File: config.mk
export PLATFORM = sky130hd
export DESIGN_NAME = bus_port_fifo
export DESIGN_NICKNAME = d
export VERILOG_FILES = /design/src/rtl/bus_port_fifo.sv
export SDC_FILE = /design/constraint.sdc
export NUM_CORES = 1
export LEC_CHECK = 0
export CAP_MARGIN = 10
export CORE_MARGIN = 2
export CORE_UTILIZATION = 37
export DETAILED_ROUTE_END_ITERATION = 6
export MAX_ROUTING_LAYER = met4
export PLACE_DENSITY = 0.51
export SLEW_MARGIN = 30
export SYNTH_ARGS = -nofsm -noshare
export SYNTH_HDL_FRONTEND = slang
export SYNTH_SLANG_ARGS = --single-unit
File: constraint.sdc
create_clock -name clk -period 3.3 [get_ports clk]
set_input_delay 0.99 -clock clk [delete_from_list [all_inputs] [get_ports clk]]
set_output_delay 0.99 -clock clk [all_outputs]
set_load 0.05 [all_outputs]
File: src/rtl/bus_port_fifo.sv
// bus_port_fifo: per-port transmit FIFO feeding the bus generator/arbiter.
// Circular buffer with first-word-fall-through head, occupancy reporting,
// an almost-full warning and sticky overflow/underflow error flags.
module bus_port_fifo #(
    parameter int pckg_sz = 16,
    parameter int depth   = 16,
    parameter int af_lvl  = 12
) (
    input  logic                       clk,
    input  logic                       reset,
    input  logic                       push,
    input  logic [pckg_sz-1:0]         D_push,
    input  logic                       pop,
    output logic                       pndng,
    output logic [pckg_sz-1:0]         D_pop,
    output logic                       full,
    output logic                       almost_full,
    output logic [$clog2(depth+1)-1:0] count,
    output logic                       overflow,
    output logic                       underflow
);

    localparam int cnt_w = $clog2(depth + 1);
    localparam int ptr_w = (depth > 1) ? $clog2(depth) : 1;

    localparam logic [cnt_w-1:0] depth_c = cnt_w'(depth);
    localparam logic [cnt_w-1:0] af_c    = cnt_w'(af_lvl);
    localparam logic [ptr_w-1:0] last_c  = ptr_w'(depth - 1);

    // Storage; contents are never cleared, the head is masked while empty.
    logic [pckg_sz-1:0] mem [depth];

    logic [ptr_w-1:0] wp_reg, wp_next;
    logic [ptr_w-1:0] rp_reg, rp_next;
    logic [cnt_w-1:0] count_reg, count_next;
    logic             overflow_reg, overflow_next;
    logic             underflow_reg, underflow_next;

    logic             push_ok;
    logic             pop_ok;
    logic [pckg_sz-1:0] head;

    // Status decoded from registered state only, never from push/pop.
    assign pndng       = (count_reg != '0);
    assign full        = (count_reg == depth_c);
    assign almost_full = (count_reg >= af_c);
    assign count       = count_reg;
    assign overflow    = overflow_reg;
    assign underflow   = underflow_reg;

    // A pop is only honoured when the bus already sees valid data; a push
    // into a full FIFO is honoured only if a pop frees a slot at the same edge.
    assign pop_ok  = pop && pndng;
    assign push_ok = push && (!full || pop);

    assign head = mem[rp_reg];

    // Head entry forced to zero while empty so stale contents never leak.
    generate
        for (genvar gi = 0; gi < pckg_sz; gi++) begin : g_dpop
            assign D_pop[gi] = pndng & head[gi];
        end
    endgenerate

    // Next-state for pointers, occupancy and sticky error flags.
    always_comb begin
        wp_next        = wp_reg;
        rp_next        = rp_reg;
        count_next     = count_reg;
        overflow_next  = overflow_reg;
        underflow_next = underflow_reg;

        if (push_ok) begin
            wp_next = (wp_reg == last_c) ? '0 : wp_reg + 1'b1;
        end else if (push) begin
            overflow_next = 1'b1;
        end

        if (pop_ok) begin
            rp_next = (rp_reg == last_c) ? '0 : rp_reg + 1'b1;
        end else if (pop) begin
            underflow_next = 1'b1;
        end

        case ({push_ok, pop_ok})
            2'b10:   count_next = count_reg + 1'b1;
            2'b01:   count_next = count_reg - 1'b1;
            default: count_next = count_reg;
        endcase
    end

    // Control state registers; reset wins over any concurrent push or pop.
    always_ff @(posedge clk) begin
        if (reset) begin
            wp_reg        <= '0;
            rp_reg        <= '0;
            count_reg     <= '0;
            overflow_reg  <= 1'b0;
            underflow_reg <= 1'b0;
        end else begin
            wp_reg        <= wp_next;
            rp_reg        <= rp_next;
            count_reg     <= count_next;
            overflow_reg  <= overflow_next;
            underflow_reg <= underflow_next;
        end
    end

    // Data array write; blocked during reset so a dropped cycle leaves no trace.
    always_ff @(posedge clk) begin
        if (!reset && push_ok) begin
            mem[wp_reg] <= D_push;
        end
    end

endmodule

==> out/summary.md, run 1 <==
The flow ran to the end, but the final reports show violations. The final reports fail on negative setup slack. TritonCTS built the clock tree. The number of placed instances, taps included was 974; the worst reg-to-reg setup slack was 440 ps. For the worst-skew pair, the clock arrives at the later sink with an insertion delay of 540 ps. The total power draw came out at 0.0100 W. The floorplan step defined a die boundary enclosing 30600 um2.

The share of Yosys cell area claimed by the top area cell type is 71.2%. The initial antenna violation count was 0; the first-pass GRT wire length was 35700 um. Worst setup slack after layout: -91.9 ps. The via count of the first global-routing pass came out at 5739. The async set-reset flop share out of synthesis came out at 0%.

The path with the worst hold slack has its endpoint at overflow. The synthesized instance count was 530. The finished layout holds 1047 standard cells, fillers aside.

Routability-driven placement finished with a final weighted congestion of 0.749. Data on the critical path is required at its endpoint by 2310 ps. After clock tree synthesis, the clock-pin slew on the worst setup and hold paths is 60 ps. The total of endpoints with negative setup slack in the final report came out at 16. The repair_antennas step left the layout with diodes totalling 0.

Setup repair after global routing could not meet its margin everywhere. Measured along the x axis, the die boundary spans 175 um. The proportion of synthesized chip area in sequential cells came out at 74.8%. The classification of the worst-slack hold path was flip-flop to flip-flop.

In the final design database the tool counted 672 nets. In this run the critical register-to-register path is launched from count[0]. The aggregate routed wire length is 23400 um. The static power due to leakage was 4.24 nW. Entering global routing, the biggest net connects 34 pins. The transition time at the pin with the least slew margin was 605 ps; the number of distinct library cells after synthesis was 38.

Timing would allow up to 295 MHz. The logs give 0 for the total of warnings raised by yosys and 59.5% for the relative slew slack. The quantity of I/O buffers inserted on ports came out at 45. The worst hold path begins at overflow. After detailed routing, the number of remaining DRC violations is 0. The number of flip-flops in the largest register was 256; the placement row count was 62. The fraction of the cycle the final worst path needs works out to 103%. Compared with the post-synthesis result, the final layout area differs by 23.2%.

In the final layout, the share of cells above drive strength 1 is 36.2%. The tools report the endpoint of the worst-slack reg-to-reg timing path as count[4]. The worst hold path cell count was 2. The tools report the kind of end point of the critical path as an output port. Using the TritonRoute via totals, the vias-per-cell ratio works out to 5.14. The run gives 0 as the final count of hold timing violations. The summed area of non-filler cells in the final layout is 13300 um2, and the number of primary I/O pins is 46.

In this run the vertical extent of the chip is 175 um. The number of optimization iterations in the first detailed-route pass came out at 6. Summed over all instances, the cell type with the most area after synthesis is edfxtp_1.

Measured on the finished design, the core utilization comes to 46.3%. For the remaining antenna violation count after routing, the log shows 0. The tools report the critical path startpoint category as a flip-flop. The number of DRC markers after the initial detailed-route iteration was 382. The setup path with the least slack is of type flip-flop to output port. The flop and latch count out of synthesis was 275.

Area after detailed placement: 12100 um2. The endpoint arrival time on the critical path is 2400 ps. Number of enable-type register cells in the synthesized netlist: 256. The HPWL after detailed placement is 14300 um. Dividing the detail-routed wire length by the instance count gives 22.3 um.

The region available for standard cell placement spans 28700 um2. Across all layers, the routed design uses 5382 vias. Across the VDD grid, the largest voltage drop is 536 uV.

For the final database, setup skew stands at 16.3 ps. The clock drives 275 sinks. For the summed instance area of the synthesized netlist, the log shows 10800 um2.

The flip-flop cell with the highest count after synthesis is edfxtp_1. No sink is reached through more buffers than the 3 on the longest clock path. The per-instance average area after synthesis was 20.4 um2; the count of H-tree levels built during CTS was 1.

OpenSTA, run right after detailed placement, puts the worst setup slack at -24.9 ps. The worst path needs 3390 ps of the cycle, external delays included. The tools report the final-report max-slew violation count as 0.

Power spread over the standard cell area amounts to 753 nW/um2. In this run the worst path has a maximum fanout of 10. The net count of the mapped netlist was 560; the cell count of the worst reg-to-reg path was 9. For the initial core utilization, the log shows 37.6%. Clock tree root buffer cell: clkbuf_16. The total of max-cap violations is 0, and the total congestion overflow after global routing is 0. Buffers inserted during clock tree synthesis total 29. Global routing used 16.1% of the available tracks across all layers. By area the synthesized netlist is led by edfxtp_1 71%, mux4_2 13%, dfxtp_1 3.5%.
-- report_power, final --
part / switching [W] / total (W) / internal (W)
registers: 0.0000763 / 0.00397 / 0.00389
clock network: 0.00124 / 0.00292 / 0.00168
logic: 0.00183 / 0.00313 / 0.00129
-- stage by stage --
stage / hold WS [ps] / setup TNS [ps]
6_report: 490 / -1080
5_1_grt: 530 / -2800
4_1_cts: 500 / -2290
2_1_floorplan: 463 / 0
3_3_place_gp: 470 / 0
3_5_place_dp: 478 / -24.9
-- Yosys cell counts, types with 2 or more instances --
master / instances
mux2_2: 16
a311o_1: 2
and3_1: 3
mux4_2: 62
nor2_1: 24
nor3_1: 5
mux4_1: 2
clkbuf_1: 9
edfxtp_1: 256
xor2_1: 2
o21ai_1: 11
nand3_1: 2
inv_1: 10
a21oi_1: 27
a31oi_1: 2
dfxtp_1: 19
or3_1: 3
buf_2: 9
ha_1: 9
nand2_1: 10
buf_4: 3
o21ai_0: 8
mux2i_1: 18
buf_6: 4
-- repair_timing --
| action | in CTS | in global routing |
|---|---|---|
| hold buffers | 0 | 0 |
| gates resized for setup | 26 | 14 |
| setup buffers | 17 | 4 |
| endpoints found under the setup margin | 17 | 16 |
-- final cells by class --
cell class	count	area (um2)
inverters	10	37.5
fillers	2470	15400
multi-input cells	220	2700
repair buffers	106	1150
clock inverters	16	104
clock buffers	36	752
flip-flops and latches	275	8070
well taps	384	480
-- per-layer routing --
| layer | vias up | track usage (%) | part of all wire (%) |
|---|---|---|---|
| met3 | 30 | 2.26 | 5.2 |
| li1 | 2404 | - | - |
| met1 | 2815 | 21.8 | 44 |
| met5 | - | - | 0 |
| met4 | 0 | 3.44 | 1.4 |
| met2 | 133 | 26.3 | 49 |
-- how the worst max path moves through the flow --
stage	slack, ps	cells past startpoint	from	to
after floorplan	120	6	count[0]	D_pop[1]
after global placement	80	8	pop	count[4]
after detailed placement	-20	8	pop	count[4]
after CTS	-200	6	flip-flop	D_pop[12]
after global routing	-200	7	flip-flop	D_pop[9]
final	-90	6	flip-flop	D_pop[13]
-- worst max-delay path, cell delays in order (launching register included) --
cell and delay, ps:
dfxtp_4 420, buf_12 170, mux4_2 510, mux2_2 300, o21ai_1 160, a21oi_2 70
buf_4 220
-- logic make-up (layout without fill, tap and decap cells) --
family / count (synthesis) / in the layout / share of synthesized area [%]
AO/OA/AOI/OAI: 57 / 57 / 3.08
AND/OR/NAND/NOR: 52 / 52 / 2.23
multiplexers: 98 / 98 / 16.8
XOR/XNOR: 3 / 3 / 0.243
buffers and inverters: 35 / 168 / 1.70
adder cells (fa/ha/maj): 10 / 10 / 1.23
flip-flops: 275 / 275 / 74.8
-- placed cells by master, fill, tap and decap left out, types with 9 or more instances in the layout --
master           instances
nand2_1                 10
clkdlybuf4s50_1         27
buf_4                   47
mux4_2                  63
ha_1                     9
clkbuf_16               29
o21ai_2                 10
nor2_2                  12
nor2_1                  12
inv_1                   10
buf_6                   12
a21oi_1                 17
mux2i_1                 16
buf_12                  19
dfxtp_1                 16
edfxtp_1               256
a21oi_2                 10
Note: power is estimated with default switching activity, not from simulation.
==> run 2, diff against run 1 <==
Settings changed: GPL_ROUTABILITY_DRIVEN set to 1.
==> results of run 2 <==
Same layout as run 1: the final DEF is identical, and so are final timing and power.
==> run 3, diff against run 2 <==
Settings changed: CTS_CLUSTER_SIZE set to 25.
==> results of run 3 <==
Same layout as run 1: the final DEF is identical, and so are final timing and power.
